--- src/rtl/riscv_pkg.sv ---
// Shared RV32M definitions: operation encodings, MDU FSM states and constants.
package riscv_pkg;

    localparam int XLEN = 32;
    localparam logic [31:0] DIV_BY_ZERO_Q = 32'hFFFF_FFFF;

    typedef enum logic [2:0] {
        OP_MUL    = 3'd0,
        OP_MULH   = 3'd1,
        OP_MULHSU = 3'd2,
        OP_MULHU  = 3'd3,
        OP_DIV    = 3'd4,
        OP_DIVU   = 3'd5,
        OP_REM    = 3'd6,
        OP_REMU   = 3'd7
    } mdu_op_e;

    typedef enum logic [1:0] {
        S_IDLE   = 2'd0,
        S_CALC   = 2'd1,
        S_FINISH = 2'd2
    } mdu_state_e;

endpackage

--- src/rtl/rv32m_mdu_iter_core.sv ---
// mdu_iter_core: unsigned magnitude datapath for the RV32M unit.
// Runs a 64-bit shift-add multiply and a restoring divide side by side,
// one bit per enabled step; the caller picks the result it needs.
module mdu_iter_core #(
    parameter int ITER = 32
) (
    input  logic        clk,
    input  logic        reset,
    input  logic        i_load,
    input  logic        i_step,
    input  logic [32:0] i_a,
    input  logic [32:0] i_b,
    output logic        o_last,
    output logic [63:0] o_prod,
    output logic [31:0] o_quo,
    output logic [31:0] o_rem
);

    logic [4:0]  r_cnt;
    logic [63:0] r_mcand;
    logic [32:0] r_mplier;
    logic [63:0] r_prod;
    logic [32:0] r_div;
    logic [31:0] r_q;
    logic [32:0] r_rem;

    logic [33:0] w_rem_sh;
    logic [33:0] w_diff;
    logic        w_ge;

    // Shift the next dividend bit into the partial remainder and trial-subtract.
    assign w_rem_sh = {r_rem, r_q[31]};
    assign w_diff   = w_rem_sh - {1'b0, r_div};
    assign w_ge     = ~w_diff[33];

    assign o_last = (r_cnt == 5'(ITER - 1));
    assign o_prod = r_prod;
    assign o_quo  = r_q;
    assign o_rem  = r_rem[31:0];

    // Iteration counter: cleared on reset or a new load, wraps after the last step.
    always_ff @(posedge clk) begin
        if (reset || i_load) begin
            r_cnt <= 5'd0;
        end else if (i_step) begin
            r_cnt <= r_cnt + 5'd1;
        end
    end

    // Multiply and divide bit-serial datapath.
    always_ff @(posedge clk) begin
        if (i_load) begin
            r_mcand  <= {31'd0, i_a};
            r_mplier <= i_b;
            r_prod   <= 64'd0;
            r_div    <= i_b;
            r_q      <= i_a[31:0];
            r_rem    <= 33'd0;
        end else if (i_step) begin
            r_prod   <= r_prod + (r_mplier[0] ? r_mcand : 64'd0);
            r_mcand  <= r_mcand << 1;
            r_mplier <= r_mplier >> 1;
            r_rem    <= w_ge ? w_diff[32:0] : w_rem_sh[32:0];
            r_q      <= {r_q[30:0], w_ge};
        end
    end

endmodule

--- src/rtl/rv32m_mdu.sv ---
// rv32m_mdu: iterative RV32M multiply/divide unit feeding the write-back mux.
// Holds the FSM, operand sign handling, divide special cases and the
// registered outputs; the bit-serial datapath lives in mdu_iter_core.
// Optional feature macro: RV32M_MDU_FAST_MUL_EN (single-cycle multiplies).
module rv32m_mdu
    import riscv_pkg::*;
#(
    parameter int XLEN = 32,
    parameter int ITER = 32
) (
    input  logic            clk,
    input  logic            reset,
    input  logic            start,
    input  logic [2:0]      funct3,
    input  logic [XLEN-1:0] rs1_data,
    input  logic [XLEN-1:0] rs2_data,
    input  logic [4:0]      rd_in,
    output logic            busy,
    output logic            done,
    output logic [XLEN-1:0] result,
    output logic [4:0]      rd_out,
    output logic            reg_write
);

    mdu_state_e r_state;
    mdu_op_e    r_op;
    logic [4:0]  r_rd;
    logic [32:0] r_mag_a;
    logic [32:0] r_mag_b;
    logic        r_neg;
    logic        r_sa;
    logic        r_special;
    logic [31:0] r_spec_res;
    logic        r_busy;
    logic        r_done;
    logic        r_reg_write;
    logic [31:0] r_result;
    logic [4:0]  r_rd_out;

    logic        w_is_div;
    logic        w_a_sgn;
    logic        w_b_sgn;
    logic        w_sa;
    logic        w_sb;
    logic [32:0] w_mag_a;
    logic [32:0] w_mag_b;
    logic        w_div_zero;
    logic        w_div_ovf;
    logic        w_special;
    logic [31:0] w_spec_res;
    logic        w_accept;
    logic        w_last;
    logic [63:0] w_prod_mag;
    logic [31:0] w_quo;
    logic [31:0] w_rem;
    logic [63:0] w_prod;
    logic [31:0] w_calc_res;

    assign w_accept = (r_state == S_IDLE) && start;
    assign w_is_div = funct3[2];
    // rs1 is signed for MUL/MULH/MULHSU/DIV/REM, rs2 for MUL/MULH/DIV/REM.
    assign w_a_sgn  = (funct3 == OP_MUL) || (funct3 == OP_MULH) || (funct3 == OP_MULHSU) ||
                      (funct3 == OP_DIV) || (funct3 == OP_REM);
    assign w_b_sgn  = (funct3 == OP_MUL) || (funct3 == OP_MULH) ||
                      (funct3 == OP_DIV) || (funct3 == OP_REM);
    assign w_sa     = w_a_sgn && rs1_data[31];
    assign w_sb     = w_b_sgn && rs2_data[31];
    // 33-bit magnitudes so that -2^31 is representable.
    assign w_mag_a  = w_sa ? (33'd0 - {1'b1, rs1_data}) : {1'b0, rs1_data};
    assign w_mag_b  = w_sb ? (33'd0 - {1'b1, rs2_data}) : {1'b0, rs2_data};

    assign w_div_zero = w_is_div && (rs2_data == 32'd0);
    assign w_div_ovf  = ((funct3 == OP_DIV) || (funct3 == OP_REM)) &&
                        (rs1_data == 32'h8000_0000) && (rs2_data == 32'hFFFF_FFFF);
    assign w_special  = w_div_zero || w_div_ovf;
    // funct3[1] separates REM/REMU from DIV/DIVU.
    assign w_spec_res = w_div_zero ? (funct3[1] ? rs1_data : DIV_BY_ZERO_Q)
                                   : (funct3[1] ? 32'd0 : 32'h8000_0000);

    mdu_iter_core #(
        .ITER (ITER)
    ) u_core (
        .clk    (clk),
        .reset  (reset),
        .i_load (w_accept),
        .i_step (r_state == S_CALC),
        .i_a    (w_mag_a),
        .i_b    (w_mag_b),
        .o_last (w_last),
        .o_prod (w_prod_mag),
        .o_quo  (w_quo),
        .o_rem  (w_rem)
    );

`ifdef RV32M_MDU_FAST_MUL_EN
    logic signed [32:0] r_xa;
    logic signed [32:0] r_xb;
    logic signed [65:0] w_fast;

    // Sign/zero-extended operands for the single-cycle multiplier.
    always_ff @(posedge clk) begin
        if (w_accept) begin
            r_xa <= {w_a_sgn & rs1_data[31], rs1_data};
            r_xb <= {w_b_sgn & rs2_data[31], rs2_data};
        end
    end

    assign w_fast = 66'(r_xa) * 66'(r_xb);
    assign w_prod = w_fast[63:0];
`else
    assign w_prod = r_neg ? (64'd0 - w_prod_mag) : w_prod_mag;
`endif

    // Final sign fixup and result selection for the latched operation.
    always_comb begin
        w_calc_res = 32'd0;
        case (r_op)
            OP_MUL:                       w_calc_res = w_prod[31:0];
            OP_MULH, OP_MULHSU, OP_MULHU: w_calc_res = w_prod[63:32];
            OP_DIV, OP_DIVU:              w_calc_res = r_neg ? (32'd0 - w_quo) : w_quo;
            default:                      w_calc_res = r_sa ? (32'd0 - w_rem) : w_rem;
        endcase
    end

    // Latch the operation context when a request is accepted.
    always_ff @(posedge clk) begin
        if (w_accept) begin
            r_op       <= mdu_op_e'(funct3);
            r_rd       <= rd_in;
            r_mag_a    <= w_mag_a;
            r_mag_b    <= w_mag_b;
            r_neg      <= w_sa ^ w_sb;
            r_sa       <= w_sa;
            r_special  <= w_special;
            r_spec_res <= w_spec_res;
        end
    end

    // Control FSM and registered outputs.
    always_ff @(posedge clk) begin
        if (reset) begin
            r_state     <= S_IDLE;
            r_busy      <= 1'b0;
            r_done      <= 1'b0;
            r_reg_write <= 1'b0;
            r_result    <= 32'd0;
            r_rd_out    <= 5'd0;
        end else begin
            r_done      <= 1'b0;
            r_reg_write <= 1'b0;
            case (r_state)
                S_IDLE: begin
                    r_busy <= start;
                    if (start) begin
                        if (w_special) begin
                            r_state <= S_FINISH;
`ifdef RV32M_MDU_FAST_MUL_EN
                        end else if (!w_is_div) begin
                            r_state <= S_FINISH;
`endif
                        end else begin
                            r_state <= S_CALC;
                        end
                    end
                end
                S_CALC: begin
                    if (w_last) begin
                        r_state <= S_FINISH;
                    end
                end
                S_FINISH: begin
                    r_result    <= r_special ? r_spec_res : w_calc_res;
                    r_rd_out    <= r_rd;
                    r_done      <= 1'b1;
                    r_reg_write <= (r_rd != 5'd0);
                    r_state     <= S_IDLE;
                end
                default: r_state <= S_IDLE;
            endcase
        end
    end

    assign busy      = r_busy;
    assign done      = r_done;
    assign result    = r_result;
    assign rd_out    = r_rd_out;
    assign reg_write = r_reg_write;

    // Magnitude copies are kept for debug visibility of the accepted operands.
    logic w_unused;
    assign w_unused = ^{r_mag_a, r_mag_b};

endmodule
--- config.mk ---
export PLATFORM = sky130hd
export DESIGN_NAME = rv32m_mdu
export DESIGN_NICKNAME = d
export VERILOG_FILES = /design/src/rtl/riscv_pkg.sv /design/src/rtl/rv32m_mdu_iter_core.sv /design/src/rtl/rv32m_mdu.sv
export SDC_FILE = /design/constraint.sdc
export NUM_CORES = 1
export LEC_CHECK = 0
export CAP_MARGIN = 15
export CORE_ASPECT_RATIO = 0.5
export CORE_MARGIN = 2
export CORE_UTILIZATION = 48
export DETAILED_ROUTE_END_ITERATION = 8
export PLACE_DENSITY = 0.77
export SETUP_SLACK_MARGIN = 0.05
export SYNTH_ARGS = -nofsm -noshare
export SYNTH_HDL_FRONTEND = slang
export SYNTH_SLANG_ARGS = --single-unit
--- constraint.sdc ---
create_clock -name clk -period 4.4 [get_ports clk]
set_input_delay 0.66 -clock clk [delete_from_list [all_inputs] [get_ports clk]]
set_output_delay 0.66 -clock clk [all_outputs]
set_load 0.02 [all_outputs]
==> summary.md <==
| Metric | Value |
|---|---|
| Final ANT Viol Nets | 0 |
| Number of buffers added on ports | 114 |
| Hold Startpoint | result[24] |
| Die footprint | 50500 µm² |
| Global-route wire length before repair | 114 mm |
| Worst min path class | flip-flop to flip-flop |
| Worst setup path class | flip-flop to flip-flop |
| Static leakage | 0.0104 µW |
| Minimum period implied by the final worst setup slack | 4.16 ns |
| Critical R2R Launch | u_core.r_mplier[0] |
| Async set-reset flop share out of synthesis | 0 |
| Sort of element at the end of the critical path | flip-flop |
| Average wire per cell in the routed design | 21.0 µm |
| Fin Setup TNS | 0 ns |
| Fmax | 240 MHz |
| Worst setup path start | u_core.r_mplier[0] |
| Synth-to-layout area growth | 13.7% |
| CTS tree | done |
| Syn avg cell area | 8.42 µm² |
| Total routing usage reported by global routing | 0.285 |
| Final RePlAce weighted congestion | 0.988 |
| Number of remaining DRC errors | 0 |
| Routed vias/inst | 6.21 |
| Sequential power share | 0.334 |
| Switching power as a share of total power | 0.410 |
| Share of layout cells above drive strength 1 | 0.0574 |
| Type of element launching the critical path | flip-flop |
| Total global routing overflow | 0 |
| Number of buffers between clock root and the deepest sink | 3 |
| CTS Root Buffer Type | clkbuf_16 |
| Placement Setup Slack | 0.307 ns |
| Starting density of the core | 0.484 |
| Critical Path AT | 4.59 ns |
| Clock sinks | 349 |
| Setup repair after global routing missed its margin | false |
| Post-Route WL | 73.7 mm |
| Final worst setup slack | 0.238 ns |
| Combinational cell fraction of total power | 0.421 |
| Data required time of the worst path | 4.83 ns |
| Area leader, netlist | edfxtp_1 |
| Commonest cells after routing, fill and taps aside | nand2_1 (409), o21ai_0 (267), a21oi_1 (190) |
| Power Dens Cells | 523 nW/µm² |
| Clock-pin slew on the worst setup and hold paths | 0.07 ns |
| Number of violations reported at the end of detailed-routing iteration 0 | 2422 |
| Vias | 21800 |
| Largest clock skew in the final design | 0.0405 ns |
| Register bit count reported by yosys | 349 |
| Synth Instances | 2772 |
| Core area | 48300 µm² |
| IR drop worst, VDD | 0.421 mV |
| Period Utilization, post-route | 0.946 |
| Detailed-placement wirelength estimate | 54.4 mm |
| Distinct cells, synth | 77 |
| Biggest area contributors in the synthesized netlist | edfxtp_1 (22%), dfxtp_1 (15%), nand2_1 (6.6%) |
| Worst slew margin relative to its limit | 0.225 |
| Internal Pwr Total | 8190 µW |
| Number of buffers added by the clock tree synthesis step | 37 |
| Number of placement rows | 57 |
| Highest fanout seen on the critical path | 21 |
| Die Span X | 316 µm |
| Run status | finished, final reports clean |
| Latest clock arrival within the worst-skew pair | 0.56 ns |
| CTS HTree Levels | 2 |
| Tightest Pin Transition | 1.15 ns |
| Sequential element share of the synthesized area | 0.374 |
| Synthesized cell area | 23300 µm² |
| Total iterations of the first detailed-routing run | 9 |
| Worst hold margin | 0.444 ns |
| Final slew viol count | 0 |
| Initial antenna violation count | 0 |
| Warnings, synthesis | 0 |
| Layout fillers | 4354 |
| Post-synth EDFFs | 174 |
| Via count of the first global-routing pass | 20200 |
| Die height | 160 µm |
| Final Hold Vio Count | 0 |
| Area share of the largest cell type after synthesis | 0.224 |
| Switching component of the power | 5700 µW |
| Max Cap Viol | 0 |
| Final-stage net count | 3009 |
| Most used flip-flop cell after synthesis | dfxtp_1 |
| Number of top-level pins | 115 |
| Clock Power Share | 0.246 |
| Final setup violation count | 0 |
| Most frequent standard cell in the layout excluding fill and tap cells | nand2_1 |
| Maximum number of pins on one net before global-route repair | 114 |
-- power by group through the flow --
stage          Sequential, µW  Combinational, µW  Clock [µW]
3_3_place_gp             4650               5520           0
6_report                 4630               5840        3410
4_1_cts                  4600               5680        3430
5_1_grt                  4690               6300        3580
3_5_place_dp             4670               5620           0
2_1_floorplan            4410               4100           0
-- synth_stat cells (16+ instances only) --
master,instances
o41ai_1,22
and3_1,16
nand3_1,79
o21bai_1,16
ha_1,104
or4_1,17
clkbuf_1,141
o21ai_0,267
nor3_1,46
o211ai_1,20
o221ai_1,17
nor4_1,19
xnor2_1,139
and2_1,74
nor2b_1,17
a21o_1,61
nor2_1,125
inv_1,103
xor2_1,125
o21a_1,63
o31ai_1,49
a21oi_1,190
nand2_1,410
dfxtp_1,175
or3_1,33
nand4_1,42
nand2b_1,21
mux2i_1,25
edfxtp_1,174
-- sequential cells by signal (all words and copies together) (netlist names), 2 cells and up --
signal	flops
u_core.r_rem	33
r_state	2
result	32
u_core.r_cnt	5
r_spec_res	32
r_rd	5
rd_out	5
u_core.r_div	33
r_op	3
u_core.o_quo	32
u_core.r_mplier	33
u_core.o_prod	64
u_core.r_mcand	64
-- layout make-up --
| cell class | count | area (µm²) | share of cell area |
|---|---|---|---|
| Sequential cell | 349 | 8730 | 0.329 |
| Inverter | 103 | 397 | 0.0149 |
| Timing Repair Buffer | 171 | 1610 | 0.0605 |
| Antenna cell | 1 | 2.50 | 0.0000943 |
| Clock inverter | 21 | 199 | 0.00750 |
| Clock buffer | 46 | 1110 | 0.0417 |
| Multi-Input combinational cell | 2166 | 13700 | 0.516 |
| Tap cell | 649 | 812 | 0.0306 |
-- repair_timing --
action                                  CTS  global route
endpoints found under the setup margin    0             5
buffers inserted                          0             2
gates resized for setup                   0             0
hold buffers                              0             0
-- worst max-delay path, stage by stage, from the launching register on --
cell	delay, ns
edfxtp_1	0.41
buf_4	0.20
buf_4	0.21
and2_1	0.16
ha_1	0.39
nand2_1	0.16
or3_1	0.41
a2111oi_0	0.39
o31ai_1	0.22
a21oi_1	0.24
nor3_1	0.14
a211oi_1	0.47
o21ai_0	0.21
xnor2_1	0.18
o211ai_1	0.17
o31ai_1	0.10
-- stage by stage --
| stage | cells | total power [µW] | cell area (µm²) | utilization |
|---|---|---|---|---|
| 3_5_place_dp | 3436 | 10300 | 25200 | 0.522 |
| 3_3_place_gp | 3436 | 10200 | 25200 | 0.522 |
| 4_1_cts | 3503 | 13700 | 26500 | 0.549 |
| 2_1_floorplan | 2773 | 8500 | 23300 | - |
| 6_report | 3506 | 13900 | 26500 | 0.550 |
| 5_1_grt | 3505 | 14600 | 26500 | 0.550 |
-- cells by family (layout without fill, tap and decap cells) --
| kind of cell | count (synthesis) | after routing | synth area share |
|---|---|---|---|
| AO/OA/AOI/OAI | 833 | 833 | 0.225 |
| AND/OR/NAND/NOR | 935 | 935 | 0.192 |
| other | 1 | 3 | 0.000161 |
| buffers and inverters | 258 | 341 | 0.0418 |
| adder cells (fa/ha/maj) | 106 | 106 | 0.0575 |
| flip-flops | 349 | 349 | 0.374 |
| multiplexers | 26 | 26 | 0.0112 |
| XOR/XNOR | 264 | 264 | 0.0990 |
-- worst paths after layout --
| kind | end | slack [ns] | depth (start not counted) |
|---|---|---|---|
| worst max register to register | u_core.o_prod[63] | 0.24 | 15 |
| worst min-delay path | result[24] | 0.44 | 2 |
| worst max-delay path | u_core.o_prod[63] | 0.24 | 15 |
| worst min register to register | result[24] | 0.44 | 2 |
-- routing by layer --
metal / wire, µm / share of wire / GRT usage / up-vias
met5: 0 / 0 / 0 / -
met4: 3360 / 0.046 / 0.125 / 0
met3: 7630 / 0.10 / 0.0588 / 211
met2: 31400 / 0.43 / 0.425 / 1109
met1: 31300 / 0.42 / 0.400 / 10300
li1: - / - / - / 10100
Note: power is estimated with default switching activity, not from simulation.
